File: config.mk
export PLATFORM = sky130hd
export DESIGN_NAME = imgproc_cmd_ctrl
export DESIGN_NICKNAME = d
export VERILOG_FILES = /design/src/rtl/imgproc_cmd_ctrl.sv
export SDC_FILE = /design/constraint.sdc
export NUM_CORES = 1
export LEC_CHECK = 0
export ABC_AREA = 1
export CORE_ASPECT_RATIO = 0.9
export CORE_MARGIN = 2
export CORE_UTILIZATION = 33
export DETAILED_ROUTE_END_ITERATION = 12
export PLACE_DENSITY = 0.49
export SYNTH_ARGS = -nofsm -noshare
export SYNTH_HDL_FRONTEND = slang
export SYNTH_SLANG_ARGS = --single-unit
export TNS_END_PERCENT = 1
File: constraint.sdc
create_clock -name clk -period 2.69 [get_ports clk]
set_input_delay 0.538 -clock clk [delete_from_list [all_inputs] [get_ports clk]]
set_output_delay 0.538 -clock clk [all_outputs]
set_load 0.01 [all_outputs]
File: src/rtl/imgproc_cmd_ctrl.sv
// Command front-end of the image processor: range-checks {cmd, cmd_data}, launches a frame
// on the read stage and tracks it to completion or timeout.
module imgproc_cmd_ctrl #(
  parameter int unsigned MAX_ANGLE      = 90,
  parameter int unsigned MAX_ZOOM       = 8,
  parameter int unsigned TIMEOUT_CYCLES = 500000
) (
  input  logic       clk,
  input  logic       rst,
  input  logic [3:0] cmd,
  input  logic [7:0] cmd_data,
  input  logic       cmd_valid,
  output logic       cmd_ack,
  output logic       busy,
  output logic       refresh,
  output logic       error,
  output logic [1:0] mode,
  output logic [7:0] param,
  output logic       start,
  input  logic       frame_done
);

  localparam int unsigned CW = (TIMEOUT_CYCLES > 1) ? $clog2(TIMEOUT_CYCLES) : 1;
  localparam logic [CW-1:0] CNT_LAST = CW'(TIMEOUT_CYCLES - 1);

  typedef enum logic [1:0] {
    S_IDLE,
    S_START,
    S_RUN
  } state_t;

  state_t        state_q;
  logic          armed_q;
  logic [CW-1:0] cnt_q;
  logic          cmd_ack_q;
  logic          busy_q;
  logic          refresh_q;
  logic          error_q;
  logic [1:0]    mode_q;
  logic [7:0]    param_q;
  logic          start_q;

  logic legal;
  logic accept;

  always_comb begin
    legal = 1'b0;
    case (cmd)
      4'd0:       legal = ({24'd0, cmd_data} <= MAX_ANGLE);
      4'd1:       legal = (cmd_data != 8'd0) && ({24'd0, cmd_data} <= MAX_ZOOM);
      4'd2, 4'd3: legal = 1'b1;
      default:    legal = 1'b0;
    endcase
  end

  assign accept = (state_q == S_IDLE) && cmd_valid && armed_q;

  always_ff @(posedge clk) begin
    if (rst) begin
      state_q   <= S_IDLE;
      armed_q   <= 1'b1;
      cnt_q     <= '0;
      cmd_ack_q <= 1'b0;
      busy_q    <= 1'b0;
      refresh_q <= 1'b0;
      error_q   <= 1'b0;
      mode_q    <= '0;
      param_q   <= '0;
      start_q   <= 1'b0;
    end else begin
      cmd_ack_q <= 1'b0;
      refresh_q <= 1'b0;
      start_q   <= 1'b0;

      // A request must be seen low once before another one is taken.
      if (!cmd_valid) begin
        armed_q <= 1'b1;
      end else if (accept) begin
        armed_q <= 1'b0;
      end

      case (state_q)
        S_IDLE: begin
          if (accept) begin
            cmd_ack_q <= 1'b1;
            if (legal) begin
              mode_q  <= cmd[1:0];
              param_q <= cmd[1] ? '0 : cmd_data;
              error_q <= 1'b0;
              busy_q  <= 1'b1;
              state_q <= S_START;
            end else begin
              error_q <= 1'b1;
            end
          end
        end
        S_START: begin
          start_q <= 1'b1;
          cnt_q   <= '0;
          state_q <= S_RUN;
        end
        S_RUN: begin
          if (frame_done) begin
            busy_q    <= 1'b0;
            refresh_q <= 1'b1;
            state_q   <= S_IDLE;
          end else if (cnt_q == CNT_LAST) begin
            busy_q  <= 1'b0;
            error_q <= 1'b1;
            state_q <= S_IDLE;
          end else begin
            cnt_q <= cnt_q + CW'(1);
          end
        end
        default: state_q <= S_IDLE;
      endcase
    end
  end

  assign cmd_ack = cmd_ack_q;
  assign busy    = busy_q;
  assign refresh = refresh_q;
  assign error   = error_q;
  assign mode    = mode_q;
  assign param   = param_q;
  assign start   = start_q;

endmodule

==> results.tsv, run 1 <==
stage	metric	value	unit
run_status	outcome	finished, final reports clean	
placement	final_hpwl_from_detailed_placement	3.82	mm
sta	relSlewSlack	68.2	%
setup_path	slowest_stage	sky130_fd_sc_hd__clkdlybuf4s50_1	
synthesis	syn-mean-instance-area	6.47	sq um
pwr	power_density	430	nW/um^2
setup_path	critical_path_cell_list	clkdlybuf4s50_1 > nand3_1 > nor3_4 > nand2_4 > inv_1 > nor2_1 > nor2_1	
finish	layout-drive-gt1-share	10.4	%
sta	min_period_over_period	70.3	%
floorplanning	die_y	78.2	microns
sta	worst_clock_skew	8.11	ps
min_path	timing.hold.worst.class	flop to flop	
clock_tree	holdBufCountCts	0	
placement	dp_cells	411	
finish	multi_input_area	1110	sq um
route	wl_per_cell	12.1	microns
sta	setup_viol_count_final	0	
setup_path	reg2reg_setup_slack	800	ps
setup_path	cp_top_delay_family	simple AND/OR/NAND/NOR gates	
route	num_vias	1938	
synthesis	syn_nets	329	
sta	report.final.slew_viol_count	0	
clock_tree	tritoncts_clock_tree	yes	
route	detailed_routing_iterations_pass_1	4	
route	detail_route.iter0.violations	94	
floorplanning	core	6010	sq um
floorplanning	io-pin-count	31	
setup_path	endpoint	mode[1]$_SDFFE_PP0P_	
finish	final-instance-count-excl-fill	419	
setup_path	critical_path_class	input pin to flop	
setup_path	critical-path-top-cell-by-count	sky130_fd_sc_hd__nor2_1	
sta	fin_tns_setup	0	ps
global_route	grt_first_pass_wirelength	8.74	mm
finish	final_cell_mix	sky130_fd_sc_hd__nand2_1, sky130_fd_sc_hd__nor2_1, sky130_fd_sc_hd__dfxtp_1	
setup_path	critical_path.reg2reg.startpoint	cnt_q[0]$_SDFFE_PP0P_	
clock_tree	cts_num_sinks	37	
floorplanning	initial_core_util	33.6	%
global_route	global_route_total_overflow	0	
pwr	maximum_vdd_drop	0.000202	V
global_route	grt_usage	16.4	%
finish	antenna_cells_inserted	0	
placement	gpl.final_weighted_congestion	0.833	
finish	nNetsFinal	363	
finish	seqCellArea	741	sq um
floorplanning	num_rows	27	
setup_path	worstPathMaxFanout	10	
sta	tightestPinTransition	477	ps
clock_tree	cts.root.buffer_cell	sky130_fd_sc_hd__clkbuf_8	
synthesis	post_synth_instance_area	2020	sq um
setup_path	required	2910	ps
floorplanning	die_w	86.5	microns
setup_path	worstSetupPathDepth	7	
clock_tree	worst_skew_pair.late_latency	290	ps
setup_path	worstPathBufferInverterCount	2	
clock_tree	cts.path.max_buffers	2	
floorplanning	die_area	6760	sq um
clock_tree	cts.repair.resized	0	
synthesis	syn_inst	312	
pwr	p_leak	0.981	nW
clock_tree	path_clk_slew	70	ps
setup_path	end_kind	flop	
sta	finalWorstPathRequiredPeriod	1890	ps
setup_path	reg2reg_depth	8	
route	totalWireLength	5.07	mm
global_route	grt_antenna_before_repair	0	
clock_tree	cts-htree-levels	2	
finish	filler_cell_count	641	
placement	portBuffers	30	
sta	fmax	0.529	GHz
synthesis	synth.yosys.seq_area_share	36.7	%
sta	grt_setup_unrepaired	false	
finish	mostFrequentLayoutCell	sky130_fd_sc_hd__nand2_1	
global_route	vias_in_the_first_global_route	1818	
global_route	grt_max_degree	18	
setup_path	critical_path_max_stage_delay	500	ps
synthesis	synth.ff_latch_count	37	
min_path	hold_depth	2	
clock_tree	numCtsBuffers	5	
sta	hold_vio_cnt_final	0	
synthesis	synthesis_warnings	0	
setup_path	setup.worst_path.start	cmd_valid	
route	detail_route.drc_violations	0	
clock_tree	postCtsSetupRepairBufs	0	
setup_path	critical_path_start_type	input pin	
setup_path	rr_endpoint	cnt_q[17]$_SDFFE_PP0P_	
route	antenna_left	0	
finish	area_added_between_synthesis_and_finish	22.5	%
setup_path	crit_arrival	2110	ps
flow_run	cap_viol_max_count	0	
route	drt-vias-per-instance	4.63	
synthesis	yosys.cell_types.count	25	
==> stage by stage <==
| stage | setup slack, ps | hold slack (ps) | instance area, sq um | power (W) | util [%] |
|---|---|---|---|---|---|
| 6_report | 799 | 458 | 2470 | 0.00106 | 41.1 |
| 5_1_grt | 543 | 501 | 2470 | 0.00111 | 41.1 |
| 4_1_cts | 755 | 458 | 2470 | 0.00108 | 41.1 |
| 3_5_place_dp | 448 | 441 | 2390 | 0.000692 | 39.8 |
| 3_3_place_gp | 488 | 440 | 2390 | 0.000693 | 39.8 |
| 2_1_floorplan | 1140 | 430 | 2020 | 0.000633 | - |
==> power breakdown <==
| part | internal, W | total, W | switching, W |
|---|---|---|---|
| sequential | 0.000557 | 0.000563 | 0.00000566 |
| clock | 0.000180 | 0.000385 | 0.000205 |
| combinational | 0.0000529 | 0.000115 | 0.0000617 |
| total | 0.000790 | 0.00106 | 0.000272 |
==> how the worst min path moves through the flow <==
stage,from,end
final,param[7]$_SDFFE_PP0P_,param[7]$_SDFFE_PP0P_
after global routing,armed_q$_SDFFE_PP1P_,armed_q$_SDFFE_PP1P_
after CTS,param[7]$_SDFFE_PP0P_,param[7]$_SDFFE_PP0P_
after detailed placement,param[7]$_SDFFE_PP0P_,param[7]$_SDFFE_PP0P_
after global placement,armed_q$_SDFFE_PP1P_,armed_q$_SDFFE_PP1P_
after floorplan,armed_q$_SDFFE_PP1P_,armed_q$_SDFFE_PP1P_
==> logic make-up (layout without fill, tap and decap cells) <==
logic type	count (synthesis)	after routing	synth area share (%)
xor gates and xnor gates	5	5	2.17
DFF	37	37	36.7
adders and majority gates	1	1	0.619
and+or+nand+nor	205	205	44.2
buffers and inverters	40	75	8.18
AOI/OAI and AO/OA	24	24	8.12
==> tightest hold or removal path, cell delays in order, from the launching register on <==
cell,delay (ps)
sky130_fd_sc_hd__dfxtp_1,320
sky130_fd_sc_hd__nand2_1,60
sky130_fd_sc_hd__nor2_1,30
==> per-layer routing <==
layer / GRT usage (%) / vias up / routed length [microns]
met4: 4.22 / 0 / 27
li1: - / 1038 / -
met5: 0 / - / 0
met3: 4.00 / 2 / 190
met1: 25.4 / 863 / 2870
met2: 22.2 / 35 / 1980
==> layout make-up <==
class	instances	share of cell area (%)
clock buffers	6	2.93
clock inverters	2	0.405
inverters	35	5.31
multi-input cells	235	45.0
flip-flops and latches	37	29.9
well taps	72	3.64
repair buffers	32	12.7
==> sequential cells by signal, summed over array words and instances (netlist names) <==
signal and count:
cnt_q 19, param 8, mode 2, state_q 2, armed_q 1, busy 1, cmd_ack 1, error 1
refresh 1, start 1
==> synthesized netlist by cell type, drive strengths merged <==
| cell | number | area, sq um |
|---|---|---|
| or2 | 1 | 6.26 |
| nor2 | 65 | 262 |
| nor3 | 3 | 26.3 |
| clkbuf | 3 | 11.3 |
| inv | 35 | 131 |
| dfxtp | 37 | 741 |
| nand2 | 105 | 424 |
| o21ai | 6 | 30.0 |
| nand3 | 25 | 135 |
| a21boi | 1 | 7.51 |
| xor2 | 5 | 43.8 |
| a21oi | 17 | 126 |
| nand3b | 2 | 15.0 |
| ha | 1 | 12.5 |
| buf | 2 | 22.5 |
| nand4 | 4 | 25.0 |
No activity file was read; power rests on OpenSTA's default activity.
==> inputs of run 2 (changes only) <==
--- a/config.mk
+++ b/config.mk
@@ -10,7 +10,7 @@
 export CORE_MARGIN = 2
 export CORE_UTILIZATION = 33
 export DETAILED_ROUTE_END_ITERATION = 12
-export PLACE_DENSITY = 0.49
+export PLACE_DENSITY = 0.51
 export SYNTH_ARGS = -nofsm -noshare
 export SYNTH_HDL_FRONTEND = slang
 export SYNTH_SLANG_ARGS = --single-unit
==> constraint.sdc (replaced) <==
create_clock -name clk -period 1.7 [get_ports clk]
set_input_delay 0.34 -clock clk [delete_from_list [all_inputs] [get_ports clk]]
set_output_delay 0.34 -clock clk [all_outputs]
set_load 0.01 [all_outputs]
==> run 2 against run 1 <==
Against the previous run:
- highest routed layer unchanged
- via count increased by 3.9%
- critical endpoint is now cnt_q[16]$_SDFFE_PP0P_
- sequential share of layout area down 3.1 points
- critical path type is now flop to flop
- global-route usage rose by 0.34 points
- flip-flop and latch count unchanged
- register-to-register slack lost 690 ps
==> results.tsv, run 2 (same netlist as run 1, synthesis figures left out) <==
stage	metric	value	unit
run_status	outcome	finished, final reports clean	
pwr	report.power.total	0.00178	W
floorplanning	core	6010	sq um
clock_tree	holdBufCountCts	0	
flow_run	cap_viol_max_count	0	
placement	postPlaceCellArea	2580	sq um
finish	area_added_between_synthesis_and_finish	37.1	%
placement	final_hpwl_from_detailed_placement	4.00	mm
placement	portBuffers	30	
setup_path	rr_endpoint	cnt_q[16]$_SDFFE_PP0P_	
sta	report.final.slew_viol_count	0	
setup_path	critical_path_max_stage_delay	350	ps
sta	min_period_over_period	93.3	%
placement	gpl.final_weighted_congestion	0.832	
finish	final_cell_mix	sky130_fd_sc_hd__nand2_1, sky130_fd_sc_hd__nor2_1, sky130_fd_sc_hd__dfxtp_1	
setup_path	end_kind	flop	
global_route	global_route_total_overflow	0	
global_route	grt_antenna_before_repair	0	
placement	dp_cells	433	
sta	relSlewSlack	81.5	%
finish	layout-drive-gt1-share	19.8	%
route	drt-vias-per-instance	4.52	
pwr	p_leak	1.13	nW
finish	register_containing_the_most_flip_flops_in_the_final_layout	cnt_q	
min_path	worstHoldStart	param[7]$_SDFFE_PP0P_	
route	totalWireLength	5.15	mm
setup_path	reg2reg_setup_slack	110	ps
setup_path	worstPathBufferInverterCount	2	
setup_path	critical_path.reg2reg.startpoint	cnt_q[1]$_SDFFE_PP0P_	
setup_path	cp_top_delay_family	simple AND/OR/NAND/NOR gates	
finish	seqCellArea	744	sq um
clock_tree	path_clk_slew	70	ps
global_route	vias_in_the_first_global_route	1943	
global_route	grt_max_degree	19	
route	antenna_left	0	
floorplanning	die_area	6760	sq um
floorplanning	die_y	78.2	microns
route	detail_route.drc_violations	0	
setup_path	worstPathMaxFanout	7	
placement	dp_slack	-204	ps
sta	finalWorstPathRequiredPeriod	1590	ps
clock_tree	cts.root.buffer_cell	sky130_fd_sc_hd__clkbuf_8	
clock_tree	cts-htree-levels	2	
sta	post-route-worst-setup-slack	113	ps
floorplanning	num_rows	27	
global_route	grt_first_pass_wirelength	8.91	mm
sta	hold_vio_cnt_final	0	
finish	multi_input_area	1160	sq um
setup_path	critical_path_cell_list	ha_2 > nand3_2 > inv_4 > nand3_2 > nand2_4 > clkinvlp_4 > nand3_1 > a21oi_2	
pwr	power_density	643	nW/um^2
sta	fin_worst_hold_slack	449	ps
floorplanning	io-pin-count	31	
setup_path	critical-path-top-cell-by-count	sky130_fd_sc_hd__nand3_2	
floorplanning	initial_core_util	33.6	%
sta	setup_viol_count_final	0	
sta	fmax	0.630	GHz
route	detail_route.iter0.violations	108	
finish	nNetsFinal	389	
clock_tree	numCtsBuffers	5	
floorplanning	die_w	86.5	microns
min_path	min_delay_worst_endpoint	param[7]$_SDFFE_PP0P_	
clock_tree	worst_skew_pair.late_latency	290	ps
clock_tree	cts.path.max_buffers	2	
finish	mostFrequentLayoutCell	sky130_fd_sc_hd__nand2_1	
setup_path	critical_path_class	flop to flop	
global_route	grt_usage	16.7	%
min_path	hold_depth	2	
sta	tightestPinTransition	277	ps
clock_tree	tritoncts_clock_tree	yes	
route	wl_per_cell	11.6	microns
sta	worst_clock_skew	8.60	ps
route	detailed_routing_iterations_pass_1	4	
setup_path	required	1890	ps
setup_path	critical_path_start_type	flop	
finish	largest_reg_flops	19	
finish	finalInstanceArea	2770	sq um
min_path	timing.hold.worst.class	flop to flop	
setup_path	slowest_stage	sky130_fd_sc_hd__dfxtp_2	
finish	final-instance-count-excl-fill	445	
finish	filler_cell_count	644	
setup_path	reg2reg_depth	8	
pwr	maximum_vdd_drop	0.000345	V
route	num_vias	2013	
clock_tree	cts_num_sinks	37	
setup_path	crit_arrival	1780	ps
finish	antenna_cells_inserted	0	
==> run 2: cell types whose count changed in the layout (fill, tap and decap cells not counted), sizes merged <==
cell	change
clkinvlp	+1
nand2	+1
buf	+25
clkinv	-1
inv	-1
clkbuf	+1
clkdlybuf4s50	-2
dlymetal6s2s	+2
==> run 2: timing repair <==
item,4_1_cts,5_1_grt
resized for setup,0,18
buffers inserted,0,3
setup endpoints to repair,0,30
==> run 2: metrics by stage <==
step	TNS, ps	utilization [%]
detailed placement	-1870	42.9
global route	-9.37	46.0
finish	0	46.0
CTS	0	44.6
global placement	-1550	42.9
floorplan	0	-
==> run 2: power breakdown <==
part | internal [W] | switching [W] | total (W)
clock | 0.000366 | 0.000310 | 0.000676
combinational | 0.000109 | 0.000105 | 0.000214
sequential | 0.000883 | 0.00000878 | 0.000891
==> run 2: cell type report <==
cell class	count	area share, %
multi-input cells	236	42.0
repair buffers	57	19.2
clock buffers	7	3.48
clock inverters	1	0.181
well taps	72	3.25
flip-flops and latches	37	26.9
inverters	35	4.97
==> run 2: how the worst max path moves through the flow <==
stage,startpoint,endpoint,slack [ps],cells after the start
finish,cnt_q[1]$_SDFFE_PP0P_,cnt_q[16]$_SDFFE_PP0P_,110,8
global route,cmd_data[4],param[2]$_SDFFE_PP0P_,-6,10
CTS,cnt_q[1]$_SDFFE_PP0P_,cnt_q[18]$_SDFFE_PP0P_,1,11
detailed placement,cmd_data[2],busy$_SDFFE_PP0P_,-200,11
global placement,cmd_data[2],mode[1]$_SDFFE_PP0P_,-180,11
floorplan,cnt_q[0]$_SDFFE_PP0P_,cnt_q[3]$_SDFFE_PP0P_,190,9
==> run 2: worst reg2reg max path, delay by kind of cell, from the launching register on <==
family,cells,cell delay (ps)
AO/OA/AOI/OAI,1,60
adder cells (fa/ha/maj),1,200
buffers and inverters,2,310
flip-flops,1,350
AND/OR/NAND/NOR,4,580
==> run 2: metal layers <==
metal	track usage, %	wire length [microns]	up-vias
li1	-	-	1086
met3	4.21	294	7
met2	24.1	2080	40
met5	0	0	-
met1	24.4	2700	880
met4	4.69	65	0
==> inputs of run 3 (changes only) <==
--- a/config.mk
+++ b/config.mk
@@ -11,6 +11,8 @@
 export CORE_UTILIZATION = 33
 export DETAILED_ROUTE_END_ITERATION = 12
 export PLACE_DENSITY = 0.51
+export SKIP_CTS_REPAIR_TIMING = 1
+export SKIP_LAST_GASP = 1
 export SYNTH_ARGS = -nofsm -noshare
 export SYNTH_HDL_FRONTEND = slang
 export SYNTH_SLANG_ARGS = --single-unit
==> run 3 against run 2 <==
Against the previous run:
- register-to-register slack is essentially flat
- flip-flop and latch count is the same
- setup slack is essentially flat
- fmax is essentially flat
- hold slack is the same
- clock power is essentially flat
- sequential share of layout area grew 0.061 points
- routed wire length shrank 0.74%
- non-clock buffer count is the same
- clock skew is essentially flat
- cell area shrank 0.23%
- first-iteration DRC count shrank 1.9%
- largest cell class unchanged
- highest routed layer unchanged
==> results.tsv, run 3 (same netlist as run 1, synthesis figures left out) <==
stage	metric	value	unit
run_status	outcome	finished, final reports clean	
min_path	hold_depth	2	
route	num_vias	2010	
sta	worst_clock_skew	8.59	ps
setup_path	crit_arrival	1780	ps
finish	mostFrequentLayoutCell	sky130_fd_sc_hd__nand2_1	
placement	final_hpwl_from_detailed_placement	4.00	mm
sta	hold_vio_cnt_final	0	
setup_path	required	1890	ps
sta	post-route-worst-setup-slack	113	ps
floorplanning	die_area	6760	sq um
global_route	grt_usage	16.7	%
sta	min_period_over_period	93.3	%
clock_tree	worst_skew_pair.late_latency	290	ps
placement	dp_slack	-204	ps
min_path	worstHoldStart	param[7]$_SDFFE_PP0P_	
route	detail_route.iter0.violations	106	
route	wl_per_cell	11.5	microns
sta	setup_viol_count_final	0	
placement	portBuffers	30	
route	drt-vias-per-instance	4.52	
clock_tree	path_clk_slew	70	ps
placement	gpl.final_weighted_congestion	0.832	
finish	largest_reg_flops	19	
finish	finalInstanceArea	2760	sq um
global_route	grt_antenna_before_repair	0	
finish	nNetsFinal	389	
clock_tree	numCtsBuffers	5	
pwr	maximum_vdd_drop	0.000345	V
global_route	grt_first_pass_wirelength	8.91	mm
global_route	vias_in_the_first_global_route	1943	
pwr	report.power.total	0.00178	W
setup_path	critical_path_start_type	flop	
floorplanning	initial_core_util	33.6	%
global_route	global_route_total_overflow	0	
finish	antenna_cells_inserted	0	
pwr	power_density	644	nW/um^2
min_path	min_delay_worst_endpoint	param[7]$_SDFFE_PP0P_	
setup_path	reg2reg_depth	8	
finish	final_cell_mix	sky130_fd_sc_hd__nand2_1, sky130_fd_sc_hd__nor2_1, sky130_fd_sc_hd__dfxtp_1	
route	totalWireLength	5.11	mm
finish	layout-drive-gt1-share	19.6	%
sta	fmax	0.630	GHz
clock_tree	tritoncts_clock_tree	yes	
setup_path	critical_path.reg2reg.startpoint	cnt_q[1]$_SDFFE_PP0P_	
global_route	grt_max_degree	19	
sta	tightestPinTransition	277	ps
finish	filler_cell_count	644	
floorplanning	io-pin-count	31	
floorplanning	die_y	78.2	microns
route	detailed_routing_iterations_pass_1	4	
setup_path	critical_path_class	flop to flop	
sta	report.final.slew_viol_count	0	
min_path	timing.hold.worst.class	flop to flop	
route	antenna_left	0	
route	detail_route.drc_violations	0	
flow_run	cap_viol_max_count	0	
clock_tree	cts-htree-levels	2	
finish	register_containing_the_most_flip_flops_in_the_final_layout	cnt_q	
clock_tree	cts_num_sinks	37	
pwr	p_leak	1.13	nW
setup_path	end_kind	flop	
clock_tree	cts.path.max_buffers	2	
clock_tree	cts.root.buffer_cell	sky130_fd_sc_hd__clkbuf_8	
floorplanning	core	6010	sq um
setup_path	worstPathMaxFanout	7	
setup_path	reg2reg_setup_slack	110	ps
placement	postPlaceCellArea	2580	sq um
floorplanning	die_w	86.5	microns
floorplanning	num_rows	27	
setup_path	rr_endpoint	cnt_q[16]$_SDFFE_PP0P_	
sta	relSlewSlack	81.5	%
finish	area_added_between_synthesis_and_finish	36.8	%
sta	finalWorstPathRequiredPeriod	1590	ps
sta	grt_setup_unrepaired	true	
[run 3: critical path, cell delays in order, from the launching register on]
cell and delay, ps:
sky130_fd_sc_hd__dfxtp_2 350, sky130_fd_sc_hd__ha_2 200, sky130_fd_sc_hd__nand3_2 120, sky130_fd_sc_hd__inv_4 110, sky130_fd_sc_hd__nand3_2 140, sky130_fd_sc_hd__nand2_4 160
sky130_fd_sc_hd__clkinvlp_4 190, sky130_fd_sc_hd__nand3_1 160, sky130_fd_sc_hd__a21oi_2 60
[run 3: final cells by class]
class | instances | area, sq um | area share, %
Clock inverter | 1 | 5.00 | 0.181
Tap cell | 72 | 90.1 | 3.26
Multi-Input combinational cell | 236 | 1160 | 41.9
Inverter | 35 | 138 | 4.98
Clock buffer | 7 | 96.3 | 3.49
Timing Repair Buffer | 57 | 531 | 19.2
Sequential cell | 37 | 744 | 26.9
[run 3: worst max path at each step]
stage / startpoint / to / slack [ps] / depth (start not counted)
finish: cnt_q[1]$_SDFFE_PP0P_ / cnt_q[16]$_SDFFE_PP0P_ / 110 / 8
global route: cmd_data[1] / busy$_SDFFE_PP0P_ / -9 / 11
global placement: cmd_data[2] / mode[1]$_SDFFE_PP0P_ / -180 / 11
floorplan: cnt_q[0]$_SDFFE_PP0P_ / cnt_q[3]$_SDFFE_PP0P_ / 190 / 9
CTS: cnt_q[1]$_SDFFE_PP0P_ / cnt_q[18]$_SDFFE_PP0P_ / 1 / 11
detailed placement: cmd_data[2] / busy$_SDFFE_PP0P_ / -200 / 11
[run 3: through the flow]
stage / setup TNS [ps] / utilization (%) / std cells / hold WS, ps
after global placement: -1550 / 42.9 / 433 / 441
after floorplan: 0 / - / 312 / 424
after detailed placement: -1870 / 42.9 / 433 / 443
final: 0 / 45.9 / 445 / 449
after CTS: 0 / 44.6 / 441 / 457
after global routing: -14.0 / 45.9 / 445 / 480
[run 3: metal layers]
| metal | wire [microns] | track usage [%] | up-vias |
|---|---|---|---|
| met1 | 2700 | 24.4 | 876 |
| li1 | - | - | 1087 |
| met5 | 0 | 0 | - |
| met4 | 65 | 4.69 | 0 |
| met2 | 2050 | 24.1 | 40 |
| met3 | 294 | 4.21 | 7 |
[run 3: report_power, final]
group | total, W | internal, W | switching [W]
logic | 0.000212 | 0.000109 | 0.000103
registers | 0.000891 | 0.000883 | 0.00000878
clock network | 0.000676 | 0.000366 | 0.000310
total | 0.00178 | 0.00136 | 0.000422
